### src/rtl/mem_access_pkg.sv
// Shared definitions for the memory-access pipeline stage.
//   state_t      : FSM state encoding for mem_access
//   SZ_*         : access size codes carried on ex_size
//   store_strobe : byte-enable pattern for a store of a given size/offset
//   is_misaligned: true when the size/offset pair cannot be issued as one access
package mem_access_pkg;

  typedef enum logic [2:0] {
    IDLE      = 3'd0,
    WAIT_BEF  = 3'd1,
    ACCESS    = 3'd2,
    SENDING   = 3'd3,
    WAIT_SEND = 3'd4
  } state_t;

  localparam logic [1:0] SZ_BYTE = 2'b00;
  localparam logic [1:0] SZ_HALF = 2'b01;
  localparam logic [1:0] SZ_WORD = 2'b10;

  function automatic logic [3:0] store_strobe(input logic [1:0] size, input logic [1:0] lo);
    logic [3:0] s;
    case (size)
      SZ_BYTE: s = 4'b0001 << lo;
      SZ_HALF: s = 4'b0011 << lo;
      default: s = 4'b1111;
    endcase
    return s;
  endfunction

  // Size code 11 is treated like a word access.
  function automatic logic is_misaligned(input logic [1:0] size, input logic [1:0] lo);
    logic m;
    case (size)
      SZ_BYTE: m = 1'b0;
      SZ_HALF: m = lo[0];
      default: m = |lo;
    endcase
    return m;
  endfunction

endpackage

### src/rtl/load_align.sv
// Load lane extraction and sign/zero extension (purely combinational).
//   rdata       : word returned by data memory
//   addr_lo     : byte offset of the access inside the word
//   size        : SZ_BYTE / SZ_HALF / SZ_WORD
//   is_unsigned : zero-extend instead of sign-extend
//   result      : extended load value
module load_align
  import mem_access_pkg::*;
#(
  parameter int XLEN = 32
) (
  input  logic [XLEN-1:0] rdata,
  input  logic [1:0]      addr_lo,
  input  logic [1:0]      size,
  input  logic            is_unsigned,
  output logic [XLEN-1:0] result
);

  logic signed [7:0]  lane_b;
  logic signed [15:0] lane_h;

  always_comb begin
    lane_b = rdata[{addr_lo, 3'b000} +: 8];
    lane_h = rdata[{addr_lo[1], 4'b0000} +: 16];
    case (size)
      SZ_BYTE: result = is_unsigned ? {{(XLEN-8){1'b0}}, lane_b}
                                    : {{(XLEN-8){lane_b[7]}}, lane_b};
      SZ_HALF: result = is_unsigned ? {{(XLEN-16){1'b0}}, lane_h}
                                    : {{(XLEN-16){lane_h[15]}}, lane_h};
      default: result = rdata;
    endcase
  end

endmodule

### src/rtl/mem_access.sv
// Memory-access pipeline stage between execute and writeBack.
// Captures one op from execute, performs an optional data-memory load/store
// (held until mem_ack), then offers the result to writeBack.
//   clk, rst                     : clock, async active-high reset
//   startSig                     : leaves IDLE
//   beforePipReadyToSend         : execute offers an op
//   nextPipReadyToRcv            : writeBack accepts
//   curPipReadyToRcv/Send        : handshake outputs of this stage
//   ex_*                         : op fields from execute
//   mem_*                        : data-memory request/response
//   wb_*, wb_en_*                : result to writeBack and capture strobes
//   bp_idx, bp_val               : bypass of the held result
//   misalign                     : one-cycle pulse when a misaligned access is captured
module mem_access
  import mem_access_pkg::*;
#(
  parameter int XLEN    = 32,
  parameter int REG_IDX = 5
) (
  input  logic               clk,
  input  logic               rst,
  input  logic               startSig,
  input  logic               beforePipReadyToSend,
  input  logic               nextPipReadyToRcv,
  output logic               curPipReadyToRcv,
  output logic               curPipReadyToSend,
  input  logic               ex_valid,
  input  logic [REG_IDX-1:0] ex_idx,
  input  logic [XLEN-1:0]    ex_val,
  input  logic [XLEN-1:0]    ex_storeData,
  input  logic               ex_isLoad,
  input  logic               ex_isStore,
  input  logic [1:0]         ex_size,
  input  logic               ex_unsigned,
  output logic               mem_req,
  output logic               mem_we,
  output logic [XLEN-1:0]    mem_addr,
  output logic [XLEN-1:0]    mem_wdata,
  output logic [3:0]         mem_wstrb,
  input  logic               mem_ack,
  input  logic [XLEN-1:0]    mem_rdata,
  output logic               wb_valid,
  output logic [REG_IDX-1:0] wb_idx,
  output logic [XLEN-1:0]    wb_val,
  output logic               wb_en_valid,
  output logic               wb_en_idx,
  output logic               wb_en_data,
  output logic [REG_IDX-1:0] bp_idx,
  output logic [XLEN-1:0]    bp_val,
  output logic               misalign
);

  function automatic logic [XLEN-1:0] lane_replicate(input logic [1:0] size,
                                                     input logic [XLEN-1:0] data);
    logic [XLEN-1:0] r;
    case (size)
      SZ_BYTE: r = {(XLEN/8){data[7:0]}};
      SZ_HALF: r = {(XLEN/16){data[15:0]}};
      default: r = data;
    endcase
    return r;
  endfunction

  state_t             state;
  logic               sending, capture, handoff;
  logic               ex_mem, ex_mis, go_access, ack_load;
  logic [REG_IDX-1:0] idx_p1;
  logic [XLEN-1:0]    addr_p1, sdata_p1, load_res;
  logic               load_p1, store_p1, uns_p1;
  logic [1:0]         size_p1;

  // ---- stage 0: handshake and capture decision ----
  assign sending           = (state == SENDING) || (state == WAIT_SEND);
  assign curPipReadyToSend = sending;
  assign curPipReadyToRcv  = (state == WAIT_BEF) || (sending && nextPipReadyToRcv);
  assign capture           = curPipReadyToRcv && beforePipReadyToSend;
  assign handoff           = sending && nextPipReadyToRcv;
  assign wb_en_valid       = handoff;
  assign wb_en_idx         = handoff;
  assign wb_en_data        = handoff;

  assign ex_mem    = ex_isLoad || ex_isStore;
  assign ex_mis    = ex_mem && is_misaligned(ex_size, ex_val[1:0]);
  assign go_access = ex_mem && !ex_mis;
  assign misalign  = capture && ex_mis;

  always_ff @(posedge clk or posedge rst) begin
    if (rst) begin
      state    <= IDLE;
      wb_valid <= 1'b0;
    end else begin
      if (capture)
        wb_valid <= ex_valid && !ex_isStore && !ex_mis;
      case (state)
        IDLE:   if (startSig) state <= WAIT_BEF;
        ACCESS: if (mem_ack) state <= SENDING;
        WAIT_BEF, SENDING, WAIT_SEND: begin
          if (capture)
            state <= go_access ? ACCESS : SENDING;
          else if (state != WAIT_BEF)
            state <= nextPipReadyToRcv ? WAIT_BEF : WAIT_SEND;
        end
        default: state <= IDLE;
      endcase
    end
  end

  // ---- stage 1: captured op, memory access, result ----
  // Datapath registers carry no reset; every consumer is qualified by state.
  assign ack_load = (state == ACCESS) && mem_ack && load_p1;

  always_ff @(posedge clk) begin
    if (capture) begin
      idx_p1   <= ex_idx;
      addr_p1  <= ex_val;
      sdata_p1 <= ex_storeData;
      load_p1  <= ex_isLoad;
      store_p1 <= ex_isStore;
      size_p1  <= ex_size;
      uns_p1   <= ex_unsigned;
      wb_val   <= ex_val;
    end else if (ack_load) begin
      wb_val   <= load_res;
    end
  end

  load_align #(.XLEN(XLEN)) u_load_align (
    .rdata       (mem_rdata),
    .addr_lo     (addr_p1[1:0]),
    .size        (size_p1),
    .is_unsigned (uns_p1),
    .result      (load_res)
  );

  assign mem_req   = (state == ACCESS);
  assign mem_we    = mem_req && store_p1;
  assign mem_addr  = {addr_p1[XLEN-1:2], 2'b00};
  assign mem_wdata = lane_replicate(size_p1, sdata_p1);
  assign mem_wstrb = mem_we ? store_strobe(size_p1, addr_p1[1:0]) : 4'b0000;

  // ---- stage 2: writeBack and bypass outputs ----
  assign wb_idx = idx_p1;
  assign bp_idx = (sending && wb_valid && (idx_p1 != '0)) ? idx_p1 : '0;
  assign bp_val = (sending && wb_valid && (idx_p1 != '0)) ? wb_val : '0;

endmodule

### config.mk
export PLATFORM = sky130hd
export DESIGN_NAME = mem_access
export DESIGN_NICKNAME = d
export VERILOG_FILES = /design/src/rtl/mem_access_pkg.sv /design/src/rtl/load_align.sv /design/src/rtl/mem_access.sv
export SDC_FILE = /design/constraint.sdc
export NUM_CORES = 1
export LEC_CHECK = 0
export BUFFER_PORTS_ARGS = -buffer_cell sky130_fd_sc_hd__buf_4
export CAP_MARGIN = 20
export CORE_AREA = 2 2 111 113
export CTS_BUF_LIST = sky130_fd_sc_hd__clkbuf_8
export DETAILED_ROUTE_END_ITERATION = 8
export DIE_AREA = 0 0 113 115
export PLACE_DENSITY = 0.82
export SETUP_SLACK_MARGIN = 0.2
export SLEW_MARGIN = 10
export SYNTH_ARGS = -nofsm -noshare
export SYNTH_HDL_FRONTEND = slang
export SYNTH_SLANG_ARGS = --single-unit
### constraint.sdc
create_clock -name clk -period 3.2 [get_ports clk]
set_input_delay 0.64 -clock clk [delete_from_list [all_inputs] [get_ports clk]]
set_output_delay 0.64 -clock clk [all_outputs]
set_load 0.1 [all_outputs]
Yosys cells after proc, flatten, opt, wreduce, memory -nomap -nowiden
Index checks and enable logic that the tools add are counted.

Register bits after elaboration: 110. Latch bits: 0. Memory bits (writable): 0. Bits in read-only memories: 0. Input bits: 113. Output and inout port bits: 151. Logic and storage cells: 67. Memories: 0.

Add/subtract/negate cells: 0. $mul: 0. Divide/modulo/power cells: 0. Magnitude comparators: 0. Equality and inequality tests: 10. Shift operators: 4. Muxes and demuxes: 18. Bitwise logic cells: 0. Reduce and logical (&&, ||, !) cells: 25.

Operators with widths (count): $mux 32 (5); $pmux 32 s2 (2); $shiftx 32x6->16 (1); $shiftx 32x6->8 (1); $mux 3 (5); $logic_and 1x1->1 (12); $pmux 3 s3 (1); $pmux 4 s2 (1); $eq 3x2->1 const B (2); $mux 5 (1); $reduce_bool 5->1 (1); $eq 2x1->1 const B (2); $logic_not 2->1 (2); $mux 4 (1); $shl 1x2->4 const A (1); $shl 2x2->4 const A (1); $eq 3x1->1 const B (1); $eq 3x3->1 const B (1); $logic_not 3->1 (1); $logic_or 1x1->1 (3); $ne 3x1->1 const B (1); $ne 3x3->1 const B (1); $reduce_and 3->1 (1); $reduce_or 3->1 (1); other kinds (7) (8).

Longest topological paths before layout
Gate-level depths: netlist of the first run.

Word-level depth: 8. Depth in mapped cells: 7.

Modules after synthesis
Synthesis of the first run repeated with hierarchy kept, for this count alone.

Cell total of the unflattened synthesis: 445. Area, all modules: 5639.2 um2.

By module, submodules not included: mem_access (instances 1, cells each 328, area each 4924.7 um2, seq. area each 3283.1 um2); load_align (instances 1, cells each 117, area each 714.4 um2, seq. area each 0.0 um2).

Worst setup path before layout of the first run
Ideal clock, no wire load.

Path type: reg-to-output. Start: reg state[1]. End: out mem_wstrb[0]. Arrival: 4668 ps. Required time: 2560 ps. Slack: -2108 ps. Stages on the path, launching flop included: 5. Buffers on the path: 0. Cells stage by stage: dfrtp_1 -> inv_1 -> nor3_1 -> nand2_1 -> a21oi_1.

Word-level cells in the longest chain between the ends: 3.

RTL lines: from (decl) (RTL line mem_access.sv:64) `state_t state;`; from (signal assigned) (RTL line mem_access.sv:99) `state <= go_access ? ACCESS : SENDING;`; from (signal assigned) (RTL line mem_access.sv:101) `state <= nextPipReadyToRcv ? WAIT_BEF : WAIT_SEND;`; $eq 3x2->1 (RTL line mem_access.sv:135) `assign mem_req = (state == ACCESS);`; via mem_req (RTL line mem_access.sv:35) `output logic mem_req,`; $logic_and 1x1->1 (RTL line mem_access.sv:136) `assign mem_we = mem_req && store_p1;`; $mux 4 (RTL line mem_access.sv:139) `assign mem_wstrb = mem_we ? store_strobe(size_p1, addr_p1[1:0]) : 4'b0000;`; to (decl) (RTL line mem_access.sv:39) `output logic [3:0] mem_wstrb,`.

The timed path passes the listed nets, and every way through them passes these cells.

Worst setup path in the final report of the first run
Start: reg idx_p1[0] (netlist: wb_idx[0]). End: out bp_val[31].

Word-level cells in the longest chain between the ends: 3.

RTL lines: from (decl) (RTL line mem_access.sv:67) `logic [REG_IDX-1:0] idx_p1;`; from (signal assigned) (RTL line mem_access.sv:114) `idx_p1 <= ex_idx;`; $reduce_bool 5->1 (RTL line mem_access.sv:144) `assign bp_val = (sending && wb_valid && (idx_p1 != '0)) ? wb_val : '0;`; $logic_and 1x1->1 (RTL line mem_access.sv:144); $mux 32 (RTL line mem_access.sv:144); to (decl) (RTL line mem_access.sv:49) `output logic [XLEN-1:0] bp_val,`.

Every way passes these cells.

==> reports/qor.txt, run 1 <==
relative slew slack: 37.9%
count of max-cap constraint violations: 0
cells along the critical path: or4_1, o211a_4, and2_2, buf_4
Yosys warning total: 0
arrival time at the worst endpoint: 2.27 ns
Routed Antenna Nets: 0
r2r endpoint: wb_val[6]
Vias/cell: 5.46
result of the run: finished, violations left
clock edge transition at the registers on the reported setup and hold paths: 0.10 ns
Hold Crit Class: in -> async
largest stage delay on the critical path: 0.65 ns
FILL cells: 893
worst setup slack before clock tree synthesis: 0.633 ns
Post-synth EDFFs: 106
summed area of non-filler cells in the final layout: 0.00768 sq mm
number of buffer cells added on primary ports: 261
area of combinational cells with multiple inputs: 0.00196 sq mm
Setup WS post-layout: 0.290 ns
leading post-synthesis cells by instance count: edfxtp_1 (106), buf_4 (44), and2_1 (35), nand2_1 (31), mux2_2 (23)
setup repair after global routing missed its margin: false
Post-Syn Area: 0.00565 sq mm
antenna diode instance count: 0
Synth Register Bits: 110
final period demand of the worst path: 2.91 ns
transition time at the pin with the least slew margin: 0.932 ns
Slowest cell on crit path: or4_1
largest cells by area after synthesis: edfxtp_1 (56%), buf_4 (5.9%), mux2_2 (4.6%)
final number of max-transition violations: 0
cell chosen for the clock root: clkbuf_8
Critical path origin: wb_idx[0]
number of clock buffers inserted by TritonCTS: 9
TritonCTS sink count: 110
sequential cell area in the final layout: 0.00328 sq mm
mean routed wirelength per cell: 20.6 microns
fraction of synthesized cell area taken by the top area cell type: 56.4%
standby leakage power: 0.00331 uW
number of global-route vias before repair: 4,235
number of iterations in the first detailed-routing pass: 7
power density cells: 1100 mW/mm^2
Register-to-Register Setup Slack: 0.78 ns
most used flip-flop cell after synthesis: edfxtp_1
number of levels the H-tree was split into: 3
setup skew after layout: 0.0163 ns
Area after DPL: 0.00749 sq mm
Total Neg Setup Slack: 0 ns
type of destination of the critical path: output pin
row count: 40
FMAX: 344 MHz
top-count cell post-synth: edfxtp_1
sequential share of the synthesized area: 58.2%
IO Count: 264
GRT Overall Usage: 23.8%
total routed wirelength: 16,500 microns
Total Die Area: 0.0130 sq mm
VDD IR max: 0.000618 V
via total after detailed routing: 4,350
worst flop-to-flop path startpoint: addr_p1[1]
post-layout instance count excluding filler cells: 797
number of hold-repair buffers added at the cts stage: 0
Die Height: 115 microns
Max Fanout on Critical Path: 17
data required time of the critical path: 2.56 ns
area growth from synthesis to layout: 36.1%
post-synthesis async set-or-reset flop share: 3.64%
DRC errors left: 20
distinct cell type count after synthesis: 51
cell type with the largest total area after synthesis: edfxtp_1
largest net degree at the start of global routing: 35
placed wire-length estimate after detailed placement: 12,400 microns
kind of critical path: reg -> out
total design power: 8480 uW
routability congestion estimate from global placement: 0.839
Synth Instances: 430
number of DRC markers in iteration 0: 345
violated checks: DRC
number of nets in the layout: 759
Final setup viols: 0
fraction of layout cells with a size suffix above 1: 56.5%
Bufs on Longest Clock Path: 2
area of the core: 0.0118 sq mm
mean instance size in the synthesized netlist: 13.1 sq um
total overflow reported by the global router: 0
final hold violation count: 0
clock latency of the later-clocked register in the worst-skew pair: 0.38 ns
worst-case reg-to-reg path depth: 4
CP startpoint kind: register
cell total after placement: 781
first-pass GRT wire length: 23,100 microns
number of antenna violations at the first check in global routing: 0
die span in x: 113 microns
fin crit share: 91.0%
initial standard-cell utilization of the core: 47.8%
Critical Path Sink: bp_val[31]
CTS tree: done
## cell usage in the layout (no fill, tap or decap), types with 2 or more instances in the layout
cell type | synthesis | final
nand2_2 | 1 | 2
nor2_1 | 2 | 2
o21ai_0 | 20 | 12
edfxtp_1 | 106 | 106
and3_1 | 3 | 3
a22oi_1 | 8 | 8
nor2b_1 | 4 | 4
o31ai_1 | 7 | 7
conb_1 | 1 | 2
a22o_1 | 9 | 9
o22ai_1 | 7 | 7
a22oi_4 | 2 | 2
clkbuf_8 | 0 | 9
a21oi_4 | 0 | 3
mux2i_1 | 17 | 17
buf_4 | 44 | 269
mux2_2 | 23 | 23
nand2b_1 | 3 | 3
a2bb2oi_1 | 17 | 17
and2_2 | 0 | 35
a2bb2oi_2 | 7 | 7
nand3_1 | 15 | 15
inv_1 | 10 | 14
nand2_1 | 31 | 30
o21ai_1 | 0 | 8
nor3_4 | 0 | 2
dfrtp_1 | 4 | 4
o211a_4 | 1 | 2
## critical path: cells and delay by family (launching register included)
kind                   cells  cell delay, ns
AO/OA/AOI/OAI              1            0.36
AND/OR/NAND/NOR            2            0.86
buffers and inverters      1            0.23
flip-flops                 1            0.43
## per-layer routing
layer / global-route usage (%) / part of all wire, % / vias up
met5: 0 / 0 / -
met4: 9.92 / 2.5 / 0
met3: 6.75 / 9.9 / 24
met2: 42.7 / 52 / 229
met1: 26.9 / 36 / 2096
li1: - / - / 2001
## logic make-up (layout without fill, tap and decap cells)
| kind of cell | after synthesis | in the layout | synth area share (%) |
|---|---|---|---|
| simple gates | 105 | 105 | 10.1 |
| compound gates | 94 | 95 | 14.0 |
| buf+inv | 78 | 296 | 9.42 |
| other cells | 1 | 2 | 0.0664 |
| flops | 110 | 110 | 58.2 |
| mux | 42 | 42 | 8.27 |
## area by class of cell
type                       instances  share of cell area (%)
sequential                       110                    42.7
timing repair buffer             270                    26.5
multi-input combinational        244                    25.5
tap                              147                    2.39
clock buffer                       9                    1.61
clock inverter                     6                   0.635
inverter                          11                   0.554
## how the worst min path moves through the flow
| stage | start | end | slack (ns) | depth (start not counted) |
|---|---|---|---|---|
| 2_1_floorplan | rst | state[0] | 0.41 | 1 |
| 3_3_place_gp | rst | state[2] | 0.53 | 2 |
| 3_5_place_dp | rst | state[2] | 0.53 | 2 |
| 4_1_cts | rst | state[2] | 0.12 | 2 |
| 5_1_grt | rst | state[2] | 0.13 | 2 |
| 6_report | rst | state[2] | 0.14 | 2 |
## per-stage QoR
stage | hold slack (ns) | util [%]
final | 0.142 | 65.0
after global routing | 0.135 | 65.0
after CTS | 0.117 | 64.9
after detailed placement | 0.531 | 63.4
after global placement | 0.529 | 63.4
after floorplan | 0.406 | -
## sequential cells by signal, summed over array words and instances (netlist names)
name,flops
addr_p1,32
uns_p1,1
store_p1,1
wb_valid,1
sdata_p1,32
wb_val,32
size_p1,2
wb_idx,5
state,3
load_p1,1
## power breakdown
group	leakage (uW)	internal (uW)	switching [uW]
clock network	0.000102	345	449
logic	0.00217	1130	4180
registers	0.00104	2110	262
total	0.00331	3590	4890
## what timing repair did
item,4_1_cts,5_1_grt
setup buffers,0,0
gates resized for setup,0,1
setup endpoints to repair,0,34
Power figures use the tool's default switching activity.
==> inputs of run 2 (changes only) <==
--- a/config.mk
+++ b/config.mk
@@ -7,12 +7,13 @@
 export LEC_CHECK = 0
 export BUFFER_PORTS_ARGS = -buffer_cell sky130_fd_sc_hd__buf_4
 export CAP_MARGIN = 20
-export CORE_AREA = 2 2 111 113
+export CORE_AREA = 2 2 142 89
 export CTS_BUF_LIST = sky130_fd_sc_hd__clkbuf_8
 export DETAILED_ROUTE_END_ITERATION = 8
-export DIE_AREA = 0 0 113 115
+export DIE_AREA = 0 0 144 91
 export PLACE_DENSITY = 0.82
 export SETUP_SLACK_MARGIN = 0.2
+export SKIP_LAST_GASP = 1
 export SLEW_MARGIN = 10
 export SYNTH_ARGS = -nofsm -noshare
 export SYNTH_HDL_FRONTEND = slang
==> reports/qor.txt, run 2 (synthesized netlist as in run 1, its figures left out) <==
area of the core: 0.0118 sq mm (-0.50%)
clock latency of the later-clocked register in the worst-skew pair: 0.37 ns (about the same)
first-pass GRT wire length: 24,600 microns (+6.5%)
area growth from synthesis to layout: 36.7%
final hold violation count: 0 (unchanged)
leading cell type in the layout, fill and taps excluded: buf_4
IO Count: 264 (unchanged)
Total Neg Setup Slack: 0 ns (unchanged)
placed wire-length estimate after detailed placement: 12,500 microns (about the same)
DRC errors left: 0 (-100%)
Register-to-Register Setup Slack: 0.74 ns (-0.04 ns)
number of levels the H-tree was split into: 3 (unchanged)
number of buffer cells added on primary ports: 261 (unchanged)
GRT Overall Usage: 25.0% (+1.2 points)
final number of max-transition violations: 0 (unchanged)
Bufs on Longest Clock Path: 2 (unchanged)
row count: 31 (-23%)
total overflow reported by the global router: 0 (unchanged)
power density cells: 1110 mW/mm^2 (about the same)
arrival time at the worst endpoint: 2.31 ns (+0.04 ns)
Final setup viols: 0 (unchanged)
routability congestion estimate from global placement: 0.848 (+1.2%)
relative slew slack: 36.2% (-1.6 points)
transition time at the pin with the least slew margin: 0.956 ns (+0.0241 ns)
mean routed wirelength per cell: 20.7 microns (+0.12%)
VDD IR max: 0.000676 V (+9.4%)
FMAX: 339 MHz (-1.4%)
number of antenna violations at the first check in global routing: 0 (unchanged)
cell chosen for the clock root: clkbuf_8
final period demand of the worst path: 2.95 ns (+0.0407 ns)
type of destination of the critical path: output pin
standby leakage power: 0.00331 uW (-0.16%)
Setup WS post-layout: 0.249 ns (-0.0407 ns)
worst flop-to-flop path startpoint: state[2]
number of buffers added for setup after CTS: 0 (unchanged)
number of DRC markers in iteration 0: 328 (-4.9%)
result of the run: finished clean
Vias/cell: 5.37 (-1.6%)
cts repair resizes: 0 (unchanged)
Routed Antenna Nets: 0 (unchanged)
data required time of the critical path: 2.56 ns (about the same)
setup skew after layout: 0.00707 ns (-0.00923 ns)
total routed wirelength: 16,800 microns (+2.4%)
number of iterations in the first detailed-routing pass: 5 (-2)
fraction of layout cells with a size suffix above 1: 57.2% (+0.77 points)
setup repair after global routing missed its margin: true
Die Height: 91 microns (-21%)
count of max-cap constraint violations: 0 (unchanged)
number of global-route vias before repair: 4,445 (+5.0%)
initial standard-cell utilization of the core: 48.0% (+0.24 points)
die span in x: 144 microns (+27%)
CP startpoint kind: register
kind of critical path: reg -> out
Hold Crit Class: in -> async
CTS tree: done
commonest cells after routing, fill and taps aside: buf_4 (269), edfxtp_1 (106), and2_2 (35)
registers with the highest flip-flop counts: addr_p1 (32), sdata_p1 (32), wb_val (32)
clock edge transition at the registers on the reported setup and hold paths: 0.10 ns (about the same)
fin crit share: 92.2% (+1.3 points)
r2r endpoint: wb_val[29]
via total after detailed routing: 4,375 (+0.57%)
Total Die Area: 0.0131 sq mm (+0.84%)
number of clock buffers inserted by TritonCTS: 9 (unchanged)
antenna diode instance count: 0 (unchanged)
TritonCTS sink count: 110 (unchanged)
Max Fanout on Critical Path: 17 (unchanged)
worst setup slack before clock tree synthesis: 0.611 ns (-0.0225 ns)
number of hold-repair buffers added at the cts stage: 0 (unchanged)
worst-case reg-to-reg path depth: 6 (+2)
number of nets in the layout: 759 (unchanged)
largest net degree at the start of global routing: 57 (+63%)
-- run 2: cell types whose count changed in the layout (fill, tap and decap cells not counted), sizes merged --
cell	previous run	this run
inv	14	12
clkinv	2	4
-- run 2: stage by stage --
stage                     instances  util, %  hold slack, ns  power, uW  cell area [sq um]
after floorplan                 431        -           0.406       6750               5760
after global placement          799     63.9           0.527       7640               7510
after detailed placement        799     63.9           0.533       7720               7510
after CTS                       814     65.5           0.132       8540               7700
after global routing            815     65.7           0.130       8820               7720
final                           815     65.7           0.146       8530               7720
-- run 2: worst max-delay path by stage --
stage / slack (ns) / to / start
after floorplan: 0.006 / mem_wstrb[0] / state[0]
after global placement: 0.66 / misalign / nextPipReadyToRcv
after detailed placement: 0.61 / wb_val[22] / nextPipReadyToRcv
after CTS: 0.25 / bp_val[15] / state[0]
after global routing: 0.19 / bp_val[4] / wb_idx[0]
final: 0.25 / bp_val[3] / wb_idx[0]
-- run 2: area by class of cell --
class	instances	area [sq um]
tap	165	206
fill	932	4030
sequential	110	3280
clock inverter	6	61.3
timing repair buffer	270	2040
clock buffer	9	124
inverter	11	42.5
multi-input combinational	244	1960
-- run 2: report_power, final --
group / switching, uW / internal (uW) / total [uW]
Combinational: 4210 / 1130 / 5350
Clock: 473 / 359 / 832
Sequential: 237 / 2110 / 2350
-- run 2: critical path: stages, from the launching register on --
cell	delay, ns
edfxtp_1	0.44
or4_1	0.68
o211a_4	0.37
and2_2	0.22
buf_4	0.23
-- run 2: routing by layer --
metal  up-vias  global-route usage, %  share of wire, %
li1       1999                      -                 -
met1      2118                   32.0                39
met2       240                   42.1                49
met3        18                   7.96                10
met4         0                   4.98               1.3
met5         -                      0                 0
==> inputs of run 3 (changes only) <==
--- a/config.mk
+++ b/config.mk
@@ -5,13 +5,14 @@
 export SDC_FILE = /design/constraint.sdc
 export NUM_CORES = 1
 export LEC_CHECK = 0
+export ABC_AREA = 1
 export BUFFER_PORTS_ARGS = -buffer_cell sky130_fd_sc_hd__buf_4
 export CAP_MARGIN = 20
-export CORE_AREA = 2 2 142 89
+export CORE_AREA = 2 2 145 91
 export CTS_BUF_LIST = sky130_fd_sc_hd__clkbuf_8
 export DETAILED_ROUTE_END_ITERATION = 8
-export DIE_AREA = 0 0 144 91
-export PLACE_DENSITY = 0.82
+export DIE_AREA = 0 0 147 93
+export PLACE_DENSITY = 0.81
 export SETUP_SLACK_MARGIN = 0.2
 export SKIP_LAST_GASP = 1
 export SLEW_MARGIN = 10
==> constraint.sdc (replaced) <==
create_clock -name clk -period 2.91 [get_ports clk]
set_input_delay 0.582 -clock clk [delete_from_list [all_inputs] [get_ports clk]]
set_output_delay 0.582 -clock clk [all_outputs]
set_load 0.1 [all_outputs]
==> reports/qor.txt, run 3 <==
Total Die Area: 0.0137 sq mm (+4.3%)
number of global-route vias before repair: 4,671 (+5.1%)
final number of max-transition violations: 0 (unchanged)
clock edge transition at the registers on the reported setup and hold paths: 0.11 ns (about the same)
antenna diode instance count: 0 (unchanged)
IO Count: 264 (unchanged)
FILL cells: 977 (+4.8%)
via total after detailed routing: 4,955 (+13%)
sequential share of the synthesized area: 55.5% (-2.6 points)
clock latency of the later-clocked register in the worst-skew pair: 0.37 ns (about the same)
worst-case reg-to-reg path depth: 9 (+3)
FMAX: 381 MHz
final hold violation count: 0 (unchanged)
arrival time at the worst endpoint: 2.04 ns (-0.27 ns)
fraction of layout cells with a size suffix above 1: 42.8% (-14 points)
post-synthesis async set-or-reset flop share: 3.64% (unchanged)
commonest cells after routing, fill and taps aside: buf_4 (238), nand2_1 (200), edfxtp_1 (106)
number of clock buffers inserted by TritonCTS: 9 (unchanged)
Bufs on Longest Clock Path: 2 (unchanged)
fraction of synthesized cell area taken by the top area cell type: 53.8% (-2.6 points)
TritonCTS sink count: 110 (unchanged)
type of destination of the critical path: output pin
Yosys warning total: 0 (unchanged)
Post-Syn Area: 0.00591 sq mm (+4.8%)
worst setup slack before clock tree synthesis: 0.367 ns (-0.244 ns)
total routed wirelength: 16,900 microns (+0.31%)
largest net degree at the start of global routing: 33 (-42%)
Synth Instances: 620 (+44%)
cells along the critical path: o21ai_2, nand2_1, inv_2, nand2_2, a31o_4, buf_12, nor2_4, buf_6
setup skew after layout: 0.0103 ns (+0.00319 ns)
number of nets in the layout: 958 (+26%)
Synth Register Bits: 110 (unchanged)
CP startpoint kind: register
largest cells by area after synthesis: edfxtp_1 (54%), nand2_1 (13%), nor2_4 (5.7%)
Slowest cell on crit path: dfrtp_1
area of combinational cells with multiple inputs: 0.00201 sq mm (+2.6%)
top-count cell post-synth: nand2_1
mean routed wirelength per cell: 16.6 microns (-20%)
sequential cell area in the final layout: 0.00328 sq mm (about the same)
Final setup viols: 0 (unchanged)
cell chosen for the clock root: clkbuf_8
number of buffer cells added on primary ports: 261 (unchanged)
Setup WS post-layout: 0.287 ns (+0.0383 ns)
area of the core: 0.0124 sq mm (+5.6%)
number of DRC markers in iteration 0: 342 (+4.3%)
final period demand of the worst path: 2.62 ns
Max Fanout on Critical Path: 18 (+1)
largest stage delay on the critical path: 0.44 ns (-0.24 ns)
GRT Overall Usage: 24.2% (-0.81 points)
result of the run: finished clean
area growth from synthesis to layout: 41.5%
kind of critical path: reg -> out
fin crit share: 90.1%
DRC errors left: 0 (unchanged)
CTS tree: done
Routed Antenna Nets: 0 (unchanged)
number of antenna violations at the first check in global routing: 0 (unchanged)
distinct cell type count after synthesis: 34 (-33%)
Post-synth EDFFs: 106 (unchanged)
cell type with the largest total area after synthesis: edfxtp_1
number of hold-repair buffers added at the cts stage: 0 (unchanged)
die span in x: 147 microns (+2.1%)
first-pass GRT wire length: 25,300 microns (+2.7%)
leading post-synthesis cells by instance count: nand2_1 (202), edfxtp_1 (106), inv_1 (71), nand3_1 (44), buf_4 (42)
leading cell type in the layout, fill and taps excluded: buf_4
most used flip-flop cell after synthesis: edfxtp_1
number of iterations in the first detailed-routing pass: 5 (unchanged)
setup repair after global routing missed its margin: true
Hold Crit Class: in -> async
placed wire-length estimate after detailed placement: 12,400 microns (-0.27%)
number of levels the H-tree was split into: 3 (unchanged)
relative slew slack: 50.5% (+14 points)
Die Height: 93 microns (+2.2%)
count of max-cap constraint violations: 0 (unchanged)
row count: 32 (+3.2%)
mean instance size in the synthesized netlist: 9.54 sq um (-27%)
registers with the highest flip-flop counts: addr_p1 (32), sdata_p1 (32), wb_val (32)
initial standard-cell utilization of the core: 47.7% (-0.38 points)
total overflow reported by the global router: 0 (unchanged)
Vias/cell: 4.86 (-9.5%)
transition time at the pin with the least slew margin: 0.740 ns (-0.216 ns)
data required time of the critical path: 2.33 ns (-0.23 ns)
routability congestion estimate from global placement: 0.844 (-0.51%)
[run 3: cell count changes after synthesis, moves of 23 or more]
| cell | delta |
|---|---|
| mux2_2 | -23 |
| and2_1 | -35 |
| nor2_4 | +30 |
| nand2_1 | +171 |
| inv_1 | +61 |
| nand3_1 | +29 |
[run 3: worst paths after layout]
path / startpoint / end / slack, ns
worst max-delay path: state[0] / bp_val[20] / 0.29
worst min-delay path: rst / state[0] / 0.08
worst max register to register: addr_p1[1] / wb_val[25] / 0.59
worst min register to register: wb_valid / wb_valid / 0.58
max in group asynchronous: rst / state[1] / 2.68
min in group clk: ex_storeData[13] / sdata_p1[13] / 0.38
[run 3: logic make-up (layout without fill, tap and decap cells)]
group,count (synthesis),in the layout,synth area share [%]
compound gates,48,49,5.04
buf+inv,143,371,13.4
flops,110,110,55.5
other cells,1,2,0.0634
simple gates,318,318,26.0
[run 3: layout make-up]
class                      count  share of cell area [%]
multi-input combinational    369                    24.0
tap                          170                    2.54
clock buffer                   9                    1.48
sequential                   110                    39.2
clock inverter                 7                   0.957
inverter                      73                    3.38
timing repair buffer         282                    28.4
[run 3: critical path, delay by kind of cell, from the launching register on]
kind	cells	cell delay, ns
buffers and inverters	3	0.46
flip-flops	1	0.44
AO/OA/AOI/OAI	2	0.43
AND/OR/NAND/NOR	3	0.31
[run 3: through the flow]
stage | utilization [%] | setup TNS, ns | std cells | hold WS [ns] | area (sq um)
detailed placement | 63.4 | 0 | 998 | 0.482 | 7870
floorplan | - | -3.64 | 621 | 0.348 | 6070
global route | 67.4 | 0 | 1020 | 0.0715 | 8370
CTS | 66.0 | 0 | 1020 | 0.0686 | 8190
finish | 67.4 | 0 | 1020 | 0.0823 | 8370
global placement | 63.4 | 0 | 998 | 0.480 | 7870
[run 3: repair_timing]
| action | CTS | global route |
|---|---|---|
| setup buffers | 5 | 0 |
| cloned | 1 | 0 |
| endpoints found under the setup margin | 35 | 40 |
| pin swaps | 2 | 0 |
| hold endpoints to repair | 0 | 0 |
| resized for setup | 2 | 50 |
[run 3: per-layer routing]
metal  routed length [microns]  share of wire, %  GRT usage, %  vias up
met5                         0                 0             0        -
met2                      8170                48          41.2      237
met3                      1420               8.4          6.54       13
met1                      7200                43          31.9     2293
li1                          -                 -             -     2412
met4                       104              0.62          4.25        0
Power of run 3 is left out: the tool's default activity adds up to more than one toggle a clock period on the data nets, which glitch-free logic cannot reach.
